## src/rtl/mips_mem_pkg.sv

```systemverilog
// mips_mem_pkg: shared types and helpers for the MIPS data-port load/store unit.
`default_nettype none

package mips_mem_pkg;

  typedef enum logic [2:0] {
    OP_LB  = 3'd0,
    OP_LBU = 3'd1,
    OP_LH  = 3'd2,
    OP_LHU = 3'd3,
    OP_LW  = 3'd4,
    OP_SB  = 3'd5,
    OP_SH  = 3'd6,
    OP_SW  = 3'd7
  } mem_op_t;

  typedef enum logic [2:0] {
    IDLE   = 3'd0,
    LOAD   = 3'd1,
    RMW_RD = 3'd2,
    WRITE  = 3'd3,
    DONE   = 3'd4
  } lsu_state_t;

  function automatic logic is_store(input mem_op_t op);
    return op inside {OP_SB, OP_SH, OP_SW};
  endfunction

  // Halfword ops need addr[0]=0, word ops need addr[1:0]=0.
  function automatic logic is_misaligned(input mem_op_t op, input logic [1:0] off);
    logic mis;
    mis = 1'b0;
    if (op inside {OP_LH, OP_LHU, OP_SH}) mis = off[0];
    if (op inside {OP_LW, OP_SW})         mis = (off != 2'd0);
    return mis;
  endfunction

endpackage

`default_nettype wire

```

## src/rtl/lsu_lane_align.sv

```systemverilog
// lsu_lane_align: little-endian byte/half lane extraction (loads) and lane merge (stores).
`default_nettype none

module lsu_lane_align
  import mips_mem_pkg::*;
(
  input  logic [31:0] word,
  input  logic [31:0] wdata,
  input  mem_op_t     op,
  input  logic [1:0]  off,
  output logic [31:0] extracted,
  output logic [31:0] merged
);

  logic [7:0]  byte_sel;
  logic [15:0] half_sel;

  always_comb begin
    byte_sel = word[7:0];
    unique case (off)
      2'd0: byte_sel = word[7:0];
      2'd1: byte_sel = word[15:8];
      2'd2: byte_sel = word[23:16];
      2'd3: byte_sel = word[31:24];
      default: byte_sel = word[7:0];
    endcase
    // addr[0] is ignored for halfwords; only meaningful when alignment checks are off
    half_sel = off[1] ? word[31:16] : word[15:0];
  end

  always_comb begin
    extracted = word;
    case (op)
      OP_LB:   extracted = {{24{byte_sel[7]}}, byte_sel};
      OP_LBU:  extracted = {24'd0, byte_sel};
      OP_LH:   extracted = {{16{half_sel[15]}}, half_sel};
      OP_LHU:  extracted = {16'd0, half_sel};
      default: extracted = word;
    endcase
  end

  always_comb begin
    merged = wdata;
    case (op)
      OP_SB: begin
        merged = word;
        unique case (off)
          2'd0: merged[7:0]   = wdata[7:0];
          2'd1: merged[15:8]  = wdata[7:0];
          2'd2: merged[23:16] = wdata[7:0];
          2'd3: merged[31:24] = wdata[7:0];
          default: merged = word;
        endcase
      end
      OP_SH: begin
        merged = word;
        if (off[1]) merged[31:16] = wdata[15:0];
        else        merged[15:0]  = wdata[15:0];
      end
      default: merged = wdata;
    endcase
  end

endmodule

`default_nettype wire

```

## src/rtl/mips_load_store_unit.sv

```systemverilog
// mips_load_store_unit: single-outstanding load/store initiator for the word-wide data RAM,
// with sub-word stores done as read-modify-write.
`default_nettype none

module mips_load_store_unit
  import mips_mem_pkg::*;
#(
  parameter bit          CHECK_ALIGN = 1'b1,
  parameter logic [31:0] IDLE_ADDR   = 32'h0000_0000
) (
  input  logic        clk,
  input  logic        rst_n,
  input  logic        req_valid,
  output logic        req_ready,
  input  mem_op_t     req_op,
  input  logic [31:0] req_addr,
  input  logic [31:0] req_wdata,
  output logic        resp_valid,
  output logic [31:0] resp_rdata,
  output logic        resp_error,
  output logic [31:0] data_address,
  output logic        data_read,
  output logic        data_write,
  output logic [31:0] data_writedata,
  input  logic [31:0] data_readdata
);

  lsu_state_t  state, next_state;
  mem_op_t     op_q;
  logic [1:0]  off_q;
  logic [31:0] wdata_q;
  logic        err_q;
  logic        accept_err;
  logic [31:0] extracted, merged;

  assign accept_err = CHECK_ALIGN && is_misaligned(req_op, req_addr[1:0]);

  lsu_lane_align u_align (
    .word      (data_readdata),
    .wdata     (wdata_q),
    .op        (op_q),
    .off       (off_q),
    .extracted (extracted),
    .merged    (merged)
  );

  always_ff @(posedge clk or negedge rst_n) begin
    if (!rst_n) state <= IDLE;
    else        state <= next_state;
  end

  always_comb begin
    next_state = state;
    case (state)
      IDLE: begin
        if (req_valid) begin
          if (accept_err)            next_state = DONE;
          else if (!is_store(req_op)) next_state = LOAD;
          else if (req_op == OP_SW)  next_state = WRITE;
          else                       next_state = RMW_RD;
        end
      end
      LOAD:    next_state = DONE;
      RMW_RD:  next_state = WRITE;
      WRITE:   next_state = DONE;
      DONE:    next_state = IDLE;
      default: next_state = IDLE;
    endcase
  end

  // Strobes and handshake decode straight from the state register
  assign req_ready  = (state == IDLE);
  assign data_read  = (state == LOAD) || (state == RMW_RD);
  assign data_write = (state == WRITE);
  assign resp_valid = (state == DONE);
  assign resp_error = (state == DONE) && err_q;

  always_ff @(posedge clk or negedge rst_n) begin
    if (!rst_n) begin
      op_q           <= OP_LB;
      off_q          <= 2'd0;
      wdata_q        <= 32'd0;
      err_q          <= 1'b0;
      resp_rdata     <= 32'd0;
      data_writedata <= 32'd0;
      data_address   <= IDLE_ADDR;
    end else begin
      case (state)
        IDLE: begin
          if (req_valid) begin
            op_q    <= req_op;
            off_q   <= req_addr[1:0];
            wdata_q <= req_wdata;
            err_q   <= accept_err;
            if (accept_err) resp_rdata <= 32'd0;
            else            data_address <= {req_addr[31:2], 2'b00};
            if (next_state == WRITE) data_writedata <= req_wdata;
          end
        end
        LOAD: begin
          resp_rdata   <= extracted;
          data_address <= IDLE_ADDR;
        end
        RMW_RD: data_writedata <= merged;
        WRITE: begin
          resp_rdata   <= 32'd0;
          data_address <= IDLE_ADDR;
        end
        default: ;
      endcase
    end
  end

endmodule

`default_nettype wire

```

## config.mk

```make
export PLATFORM = sky130hd
export DESIGN_NAME = mips_load_store_unit
export DESIGN_NICKNAME = d
export VERILOG_FILES = /design/src/rtl/mips_mem_pkg.sv /design/src/rtl/lsu_lane_align.sv /design/src/rtl/mips_load_store_unit.sv
export SDC_FILE = /design/constraint.sdc
export NUM_CORES = 1
export LEC_CHECK = 0
export BUFFER_PORTS_ARGS = -buffer_cell sky130_fd_sc_hd__clkbuf_2
export CORE_MARGIN = 1.5
export CORE_UTILIZATION = 40
export CTS_CLUSTER_DIAMETER = 60
export DETAILED_ROUTE_END_ITERATION = 8
export SYNTH_ARGS = -nofsm -noshare
export SYNTH_HDL_FRONTEND = slang
export SYNTH_SLANG_ARGS = --single-unit
```

## constraint.sdc

```tcl
create_clock -name clk -period 1.8 [get_ports clk]
set_input_delay 0.36 -clock clk [delete_from_list [all_inputs] [get_ports clk]]
set_output_delay 0.36 -clock clk [all_outputs]
set_load 0.005 [all_outputs]
```

Word-level counts from Yosys, hierarchy flattened:

Index checks and enable logic that the tools add are counted.

* register bits: 137
* output and inout bits: 101
* logic and storage cells: 74

* equal/unequal tests: 23
* mux-type cells: 26
* reductions and logical operators: 17

Operators with widths (count)
* two-way mux 32 bit: 6
* one-hot mux 32 bit (2 select lines): 3
* one-hot mux 32 bit (4 select lines): 1
* one-hot mux 32 bit (3 select lines): 1
* two-way mux 16 bit: 3
* two-way mux 8 bit: 4
* one-hot mux 8 bit (4 select lines): 1
* == test 3 x 2 -> 1 bit, second input constant: 7
* == test 3 bit, second input constant: 7
* one-hot mux 3 bit (3 select lines): 1
* AND reduction 3 bit: 3
* nonzero test 3 bit: 3
* nonzero test 2 bit: 4
* == test 3 x 1 -> 1 bit, second input constant: 2
* logical NOT 3 bit: 2
* two-way mux 3 bit: 2
* == test 2 bit, second input constant: 2
* != test 2 x 1 -> 1 bit, second input constant: 2
* != test 2 bit, second input constant: 2
* two-way mux 1 bit: 3
* == test 2 x 1 -> 1 bit, second input constant: 1
* logical NOT 2 bit: 1
* two-way mux 2 bit: 1
* AND reduction 2 bit: 1
* other kinds (3): 3

Depth between registers and ports, before layout:

Gate-level depths: netlist of the first run.

* depth after elaboration: 11
* mapped depth: 8
* depth with buffers taken out: 5

Hierarchy:

A second synthesis of the first run with hierarchy kept.

* cells, all modules: 852
* area total of the unflattened synthesis: 7468.4 um^2

Modules (own cells, without submodules)
* mips_load_store_unit: times used 1, cells each 598, area each 5908.2 um^2, seq. area each 3378.2 um^2
* lsu_lane_align: times used 1, cells each 254, area each 1560.2 um^2, seq. area each 0.0 um^2

Worst setup path before layout of the first run:

OpenSTA, ideal clock, no wires.

* path kind: reg2reg
* start: register off_q[1]
* end: register resp_rdata[15]
* setup time: 0.122 ns
* arrival: 1.549 ns
* path slack: 0.130 ns
* stages on the path, launching flop included: 7
* path buffers: 1
* cells stage by stage: dfrtp_1 > buf_6 > mux2_4 > or2_4 > a31oi_4 > o21ai_2 > a32o_1

* longest elaborated chain between the ends: 4
* elaborated cells on any way between the ends: 8
* those cells by class: eq/ne: 3; mux: 4; reduce/logical: 1

RTL lines
* from (decl): RTL line mips_load_store_unit.sv:30 `logic [1:0] off_q;`
* from (signal assigned): RTL line mips_load_store_unit.sv:92 `off_q <= req_addr[1:0];`
* == test 2 bit, or another cell as far along: RTL line lsu_lane_align.sv:20 `unique case (off)`
* one-hot mux 8 bit (4 select lines): RTL line lsu_lane_align.sv:20
* one-hot mux 32 bit (4 select lines) (*): RTL line lsu_lane_align.sv:33 `case (op)`
* one-hot mux 32 bit (3 select lines) (*): RTL line mips_load_store_unit.sv:88 `case (state)`
* to (signal assigned): RTL line mips_load_store_unit.sv:101 `resp_rdata <= extracted;`
* to (decl): RTL line mips_load_store_unit.sv:19 `output logic [31:0] resp_rdata,`

Mark *: on every way between the ends. The rest lies on a longest branch, timed or not.
A chain may end at the register's enable or synchronous reset.

Worst setup path after layout of the first run:

* start: register off_q[1]
* end: register resp_rdata[13]

Same word-level chain as after synthesis.

==> results of run 1 <==
## metrics by stage
step	power (mW)	hold slack, ns	util, %	area [um2]
global route	18.7	0.159	57.4	9520
floorplan	9.45	0.0644	-	6780
global placement	12.5	0.334	50.5	8380
finish	17.7	0.163	57.4	9520
detailed placement	12.7	0.330	50.5	8380
CTS	16.6	0.154	54.8	9080
## path summary, 6_finish.rpt
path / depth (start not counted) / start / slack (ns) / end
min: 3 / req_addr[6] / 0.16 / data_address[6]
min in group asynchronous: 2 / rst_n / 0.44 / wdata_q[27]
max in group asynchronous: 3 / rst_n / 0.76 / wdata_q[3]
min reg2reg: 2 / data_writedata[25] / 0.48 / data_writedata[25]
max reg2reg: 7 / off_q[1] / -0.02 / resp_rdata[13]
max: 7 / off_q[1] / -0.02 / resp_rdata[13]
## kinds of logic after synthesis
family,count (synthesis),share of synthesized area (%)
and+or+nand+nor,163,12.2
AOI/OAI and AO/OA,234,23.0
other,1,0.0553
muxes,53,8.65
buffers and inverters,89,5.76
DFF,135,49.8
xor gates and xnor gates,2,0.535
## power by group through the flow
stage / sequential, mW / combinational [mW] / clock (mW)
final: 5.41 / 8.51 / 3.75
after global placement: 5.36 / 7.11 / 0
after CTS: 5.37 / 7.45 / 3.79
after floorplan: 5.14 / 4.31 / 0
after detailed placement: 5.41 / 7.26 / 0
after global routing: 5.55 / 9.18 / 3.93
## state kept, by name, summed over array words and instances (netlist names)
register / cells
op_q: 3
data_writedata: 32
err_q: 1
state: 3
wdata_q: 32
off_q: 2
resp_rdata: 32
data_address: 30
## Yosys cell counts, types with 8 or more instances
cell type | count | area, um2
dfrtp_1 | 135 | 3380
o21ai_0 | 66 | 330
nand2_1 | 55 | 206
nand3_1 | 42 | 210
mux2_2 | 41 | 462
a21oi_1 | 36 | 180
inv_1 | 35 | 131
a211oi_1 | 28 | 210
buf_2 | 22 | 110
a22o_1 | 20 | 175
clkbuf_1 | 19 | 71.3
o21ai_1 | 19 | 95.1
a221o_1 | 16 | 160
o22ai_1 | 15 | 93.8
mux2i_1 | 11 | 110
nor2_1 | 11 | 41.3
o211ai_1 | 10 | 75.1
and3_1 | 9 | 56.3
a21o_1 | 8 | 60.1
and2_1 | 8 | 50.1
nor2b_1 | 8 | 50.1
nor4_1 | 8 | 50.1
## metal layers
layer  wire length (um)  vias up  GRT usage, %
met4                538        0          8.21
met2              11400      337          41.4
met5                  0        -             0
met3               1910       46          6.20
li1                   -     2972             -
met1              10000     3213          33.7
## cell type report
cell class              count  area [um2]
inverters                  36         139
clock buffers              19         433
multi-input cells         454        3150
fillers                  1531        7070
repair buffers            283        1940
well taps                 220         275
flip-flops and latches    135        3380
clock inverters            13         191
## critical path, cell delays in order (launching register included)
cell and delay [ns]:
dfrtp_2 0.43, buf_12 0.15, mux2_4 0.30, or2_4 0.24
a31oi_4 0.22, buf_6 0.14, a21oi_1 0.07, a21o_1 0.16
## what timing repair did
action,in CTS,in global routing
resized for setup,14,41
buffers inserted,4,11
pin swaps,2,9
cloned,0,9
hold buffers,1,0
endpoints found under the setup margin,6,89
endpoints found under the hold margin,39,0
==> out/metrics.yaml, run 1 <==
sta:
  finalHoldViolations: 0
  grt_setup_unrepaired: "yes"
  slew_violations: 0
  setup_ws_ns: -0.0163
  finalCritPeriodShare_pct: 101
  setup_viol: 1
  max_freq_mhz: 551
  min_period_ns: 1.82
  skew_ns: 0.00987
  fin_tns_setup_ns: -0.0163
finish:
  finalNetCount: 1029
  layout_common_cells: "clkbuf_2, dfrtp_1, o21ai_0, nand2_1, buf_4"
  fin_cells: 1160
  diodes: 0
  area_growth_pct: 40.4
  drive_above_1_share_pct: 41.6
  final_common_cell: "clkbuf_2"
die:
  start_util_pct: 40.9
  dieWidth_um: 133
  core_area_um2: 16600
  ios: 203
  rows: 47
  die_area_um2: 17700
  die_y_um: 133
synthesis:
  yosysSeqAreaShare_pct: 49.8
  synth-seq-cells: 135
  synth-edff-count: 0
  syn_area_per_cell_um2: 10.0
  ys_warn_count: 0
  async_flop_share_pct: 100
  synth_cells: 677
  syn_area_um2: 6780
  ys_types: 55
  synthFlopType: "dfrtp_1"
power:
  swShare_pct: 38.2
  power_density_nw_per_um2: 1860
  p_seq_share_pct: 30.6
  pwr-share-clk_pct: 21.2
  ir_worst_vdd_mv: 0.985
  p_leak_nw: 4.68
  combPwrFrac_pct: 48.2
  p_int_mw: 10.9
  p_switching_mw: 6.75
route:
  drc_errors: 0
  drt_iter0_markers: 530
  firstDrtPassIters: 7
  vias: 6568
  antenna_left: 0
  viasPerCell: 5.66
  wire_per_inst_um: 20.6
  routed_wirelength_mm: 23.9
min_path:
  hp-class: "in -> reg"
cts:
  clk_latency_ns: 0.42
  cts_root_buffer: "clkbuf_16"
  cts_max_level: 4
  clkTransAtPathRegs_ns: 0.06
  clock_sinks: 135
  cts_buffers: 17
  cts_tree: "built"
  cts.path.max_buffers: 2
outcome:
  status: "finished with violations"
  violations: "setup timing"
place:
  dp_hpwl_mm: 16.4
  dpl.cell_count: 1104
  dp_slack_ns: -0.0363
  portBuffers: 200
  place_congestion: 0.928
worst_setup_path:
  worstSetupPathType: "reg -> reg"
  worstSetupEndpointType: "flop"
  crit_arrival_ns: 2.12
  critPathLaunchType: "flop"
  crit_required_ns: 2.11
  worstPathMaxFanout: 11
grt:
  grt_overflow: 0
  grt_pass1_vias: 6332
  grt_pass1_wl_mm: 35.0
  grt_use_total_pct: 25.5
  grt_start_max_net_pins: 62
  antenna_found_initial: 0
flow_run:
  maxCapViolCount: 0
Power figures use the tool's default switching activity.
==> run 2, diff against run 1 <==
CELL_PAD_IN_SITES_DETAIL_PLACEMENT = 0   (was not set)
CELL_PAD_IN_SITES_GLOBAL_PLACEMENT = 2   (was not set)
CORE_UTILIZATION = 31   (was 40)
PLACE_DENSITY_LB_ADDON = 0.1   (was not set)
clock period = 1.9 ns   (was 1.8 ns; I/O delays follow)
==> out/metrics.yaml, run 2 (synthesis results as in run 1) <==
min_path:
  hp-class: "in -> reg"
cts:
  clock_sinks: 135  # unchanged
  cts.path.max_buffers: 2  # unchanged
  cts_root_buffer: "clkbuf_16"
  cts_max_level: 4  # unchanged
  clk_latency_ns: 0.42  # about the same
  cts_tree: "built"
  cts_buffers: 17  # unchanged
  clkTransAtPathRegs_ns: 0.07  # about the same
worst_setup_path:
  worstPathMaxFanout: 5  # -6
  worstSetupEndpointType: "output port"
  worstSetupPathType: "reg -> out"
  crit_arrival_ns: 1.51  # -0.61 ns
  critPathLaunchType: "flop"
  crit_required_ns: 1.52  # -0.59 ns
  path_cells: "buf_4 -> nor3b_4 -> and2_4 -> clkbuf_2"
  slowest_delay_ns: 0.44  # about the same
  critical_path.slowest_cell: "dfrtp_2"
die:
  dieWidth_um: 151  # +13%
  core_area_um2: 21200  # +28%
  start_util_pct: 32.0  # -8.9 points
  rows: 53  # +13%
  die_area_um2: 22800  # +28%
  ios: 203  # unchanged
  die_y_um: 151  # +13%
sta:
  setup_viol: 0  # -1
  tightest_slew_ns: 0.670
  relSlewSlack_pct: 55.2
  finalCritPeriodShare_pct: 99.3
  grt_setup_unrepaired: "yes"
  slew_violations: 0  # unchanged
  finalHoldViolations: 0  # unchanged
  hold_ws_ns: 0.177  # +0.0138 ns
  fin_tns_setup_ns: 0  # +0.0163 ns
  skew_ns: 0.0122  # +0.00229 ns
  max_freq_mhz: 530
  min_period_ns: 1.89
grt:
  grt_start_max_net_pins: 62  # unchanged
  grt_pass1_wl_mm: 37.5  # +7.0%
  grt_overflow: 0  # unchanged
  grt_use_total_pct: 22.5  # -3.0 points
  antenna_found_initial: 0  # unchanged
  grt_pass1_vias: 6270  # -0.98%
place:
  place_congestion: 0.814  # -12%
  portBuffers: 200  # unchanged
  dp_hpwl_mm: 18.5  # +13%
route:
  vias: 6310  # -3.9%
  drc_errors: 0  # unchanged
  wire_per_inst_um: 21.1  # +2.3%
  viasPerCell: 5.27  # -7.0%
  firstDrtPassIters: 5  # -2
  antenna_left: 0  # unchanged
  routed_wirelength_mm: 25.2  # +5.7%
  drt_iter0_markers: 313  # -41%
finish:
  layout_common_cells: "clkbuf_2, dfrtp_1, o21ai_0, nand2_1, buf_4"
  drive_above_1_share_pct: 39.4  # -2.2 points
  seqCellArea_um2: 3380  # -0.15%
  finalNetCount: 1012  # -1.7%
  final_common_cell: "clkbuf_2"
  fillers: 2109  # +38%
  area_growth_pct: 35.6
  diodes: 0  # unchanged
  fin_util_pct: 43.3  # -14 points
  multiInputGateArea_um2: 3070  # -2.5%
  reg_top3: "data_writedata x32, resp_rdata x32, wdata_q x32"
outcome:
  status: "completed"
power:
  p_leak_nw: 4.50  # -3.9%
  power_density_nw_per_um2: 1700  # -8.3%
  ir_worst_vdd_mv: 0.600  # -39%
flow_run:
  maxCapViolCount: 0  # unchanged
[run 2: cell types whose count changed in the layout (fill, tap and decap cells not counted), sizes merged, moves of 2 or more]
cell	before	now
buf	78	64
clkbuf	223	217
bufinv	4	1
inv	39	43
clkinv	2	4
[run 2: where the power goes]
part | leakage (nW) | switching (mW) | total, mW | internal [mW]
Clock | 0.282 | 1.47 | 3.33 | 1.86
Combinational | 2.53 | 3.81 | 7.22 | 3.41
Sequential | 1.69 | 0.978 | 5.11 | 4.13
[run 2: cell type report]
class	instances	area share, %
Multi-Input combinational cell	454	33.4
Inverter	36	1.47
Timing Repair Buffer	266	18.3
Tap cell	275	3.74
Clock inverter	15	1.74
Sequential cell	135	36.7
Clock buffer	17	4.63
[run 2: timing repair]
item                       in CTS  in global routing
hold endpoints to repair       44                  0
pin swaps                       2                  2
hold buffers                    1                  0
buffers inserted                6                  6
gates resized for setup         8                 10
setup endpoints to repair       4                 56
gates cloned                    1                  1
[run 2: worst max-delay path: cells and delay by family, from the launching register on]
family | cells | cell delay, ns
flip-flops | 1 | 0.44
AND/OR/NAND/NOR | 2 | 0.38
buffers and inverters | 2 | 0.26
[run 2: through the flow]
stage                     power [mW]  std cells  setup WS [ns]  area (um2)
final                           15.7       1198         0.0137        9200
after global routing            16.7       1198        -0.0571        9200
after floorplan                 8.96        678          0.230        6780
after CTS                       15.6       1191        -0.0145        9100
after global placement          11.9       1151         0.0646        8400
after detailed placement        12.0       1151         0.0578        8400
[run 2: final timing paths]
kind                                 from         endpoint  slack (ns)  cells after the start
setup / recovery                 state[0]       resp_error        0.01                      4
hold reg to reg            resp_rdata[14]   resp_rdata[14]        0.48                      1
setup reg to reg                 state[0]   resp_rdata[19]        0.07                      6
min in group asynchronous           rst_n   resp_rdata[11]        0.51                      2
max in group asynchronous           rst_n       wdata_q[2]        0.81                      3
hold / removal                req_addr[2]  data_address[2]        0.18                      3
[run 2: per-layer routing]
metal | vias up | share of wire (%) | global-route usage (%) | wire length, um
met4 | 0 | 1.8 | 6.80 | 465
met5 | - | 0 | 0 | 0
met2 | 226 | 49 | 37.6 | 12400
li1 | 2942 | - | - | -
met1 | 3120 | 43 | 28.8 | 10800
met3 | 22 | 6.1 | 5.27 | 1540
==> run 3, diff against run 2 <==
MAX_ROUTING_LAYER = met4   (was not set)
==> out/metrics.yaml, run 3 (synthesis results as in run 1) <==
sta:
  setup_viol: 0  # unchanged
  finalCritPeriodShare_pct: 98.3  # -0.93 points
  skew_ns: 0.00805  # -0.00411 ns
  grt_setup_unrepaired: "yes"
  fin_tns_setup_ns: 0  # unchanged
  tightest_slew_ns: 0.733  # +0.0627 ns
  finalHoldViolations: 0  # unchanged
  relSlewSlack_pct: 51.0  # -4.2 points
  slew_violations: 0  # unchanged
  max_freq_mhz: 535  # +0.95%
  min_period_ns: 1.87  # -0.0177 ns
worst_setup_path:
  timing.rr.end: "wdata_q[18]"
  critical_path.slowest_cell: "dfrtp_2"
  path_cells: "buf_6 -> nor3b_4 -> and2_1 -> buf_2"
  r2r_slack_ns: 0.07  # about the same
  worstSetupEndpointType: "output port"
  ff2ff_path_depth: 5  # -1
  slowest_delay_ns: 0.45  # about the same
  critPathLaunchType: "flop"
  crit_arrival_ns: 1.49  # -0.02 ns
  crit_required_ns: 1.52  # about the same
  worstReg2RegStart: "state[0]"
  worstPathMaxFanout: 3  # -2
  worstSetupPathType: "reg -> out"
cts:
  cts_root_buffer: "clkbuf_16"
  cts_buffers: 17  # unchanged
  cts_max_level: 4  # unchanged
  cts.path.max_buffers: 2  # unchanged
  clk_latency_ns: 0.43  # about the same
  cts_tree: "built"
  clkTransAtPathRegs_ns: 0.06  # about the same
  clock_sinks: 135  # unchanged
finish:
  layout_common_cells: "clkbuf_2, dfrtp_1, o21ai_0, nand2_1, buf_4"
  fin_area_um2: 9210  # +0.15%
  finalNetCount: 1009  # -0.30%
  diodes: 0  # unchanged
  reg_top3: "data_writedata x32, resp_rdata x32, wdata_q x32"
  final_common_cell: "clkbuf_2"
  area_growth_pct: 35.8
  fillers: 2143  # +1.6%
  drive_above_1_share_pct: 39.3  # -0.15 points
die:
  die_area_um2: 22800  # unchanged
  ios: 203  # unchanged
  dieWidth_um: 151  # unchanged
  core_area_um2: 21200  # unchanged
  start_util_pct: 32.0  # unchanged
  rows: 53  # unchanged
  die_y_um: 151  # unchanged
place:
  place_congestion: 0.826  # +1.6%
  portBuffers: 200  # unchanged
  placed_area_um2: 8410  # +0.21%
  dp_hpwl_mm: 18.9  # +2.2%
outcome:
  status: "completed"
route:
  antenna_left: 0  # unchanged
  wire_per_inst_um: 21.2  # +0.46%
  drc_errors: 0  # unchanged
  drt_iter0_markers: 321  # +2.6%
  top_layer: "met4"
  viasPerCell: 5.23  # -0.79%
  wl_met1_mm: 11.0  # +1.3%
  routed_wirelength_mm: 25.3  # +0.12%
  wl_met2_mm: 12.5  # +0.87%
  vias: 6239  # -1.1%
  firstDrtPassIters: 4  # -1
  wl_met3_mm: 1.31  # -15%
grt:
  grt_pass1_vias: 6332  # +0.99%
  grt_use_total_pct: 23.2  # +0.69 points
  antenna_found_initial: 0  # unchanged
  grt_overflow: 0  # unchanged
  grt_start_max_net_pins: 62  # unchanged
  grt_pass1_wl_mm: 37.6  # +0.31%
flow_run:
  maxCapViolCount: 0  # unchanged
min_path:
  min_from: "req_addr[25]"
  hold_path_depth: 3  # unchanged
  holdPathEnd: "data_address[25]"
  hp-class: "in -> reg"
power:
  ir_worst_vdd_mv: 0.682  # +14%
  finalPower_mw: 15.8  # +1.0%
  p_leak_nw: 4.49  # -0.16%
  power_density_nw_per_um2: 1720  # +0.85%
## run 3: repair_timing
| item | in CTS | in global routing |
|---|---|---|
| gates cloned | 1 | 0 |
| endpoints found under the setup margin | 4 | 63 |
| hold buffers | 1 | 0 |
| pin swaps | 0 | 6 |
| setup buffers | 3 | 3 |
| gates resized for setup | 10 | 12 |
| hold endpoints to repair | 44 | 0 |
## run 3: worst max-delay path: cells and delay by family, from the launching register on
family                 cells  cell delay (ns)
buffers and inverters      2             0.25
and+or+nand+nor            2             0.36
DFF                        1             0.45
## run 3: layer usage
| layer | vias to the layer above | track usage, % |
|---|---|---|
| li1 | 2922 | - |
| met1 | 3078 | 28.7 |
| met2 | 212 | 38.0 |
| met3 | 27 | 4.40 |
| met4 | 0 | 7.82 |
| met5 | - | - |
## run 3: worst max-delay path by stage
stage | from | end | slack (ns)
floorplan | off_q[1] | resp_rdata[15] | 0.23
global placement | op_q[1] | data_writedata[30] | -0.04
detailed placement | op_q[1] | data_writedata[30] | -0.01
CTS | state[2] | data_read | -0.003
global route | state[0] | resp_error | -0.02
finish | state[0] | resp_error | 0.03
## run 3: final cells by class
cell class,instances,area [um2],share of cell area (%)
Sequential cell,135,3380,36.7
Multi-Input combinational cell,454,3090,33.5
Clock inverter,11,174,1.89
Timing Repair Buffer,263,1640,17.8
Clock buffer,20,447,4.85
Tap cell,275,344,3.74
Inverter,36,135,1.47
## run 3: report_power, final
part / internal [mW] / switching, mW
clock network: 2.23 / 1.31
registers: 4.14 / 0.988
logic: 3.37 / 3.78
## run 3: metrics by stage
| step | utilization, % | hold WS, ns | instances | worst slack [ns] |
|---|---|---|---|---|
| after detailed placement | 39.7 | 0.389 | 1155 | -0.0147 |
| after global placement | 39.7 | 0.386 | 1155 | -0.0366 |
| after floorplan | - | 0.0844 | 678 | 0.230 |
| after global routing | 43.4 | 0.169 | 1194 | -0.0225 |
| after CTS | 43.2 | 0.160 | 1191 | -0.00280 |
| final | 43.4 | 0.165 | 1194 | 0.0314 |
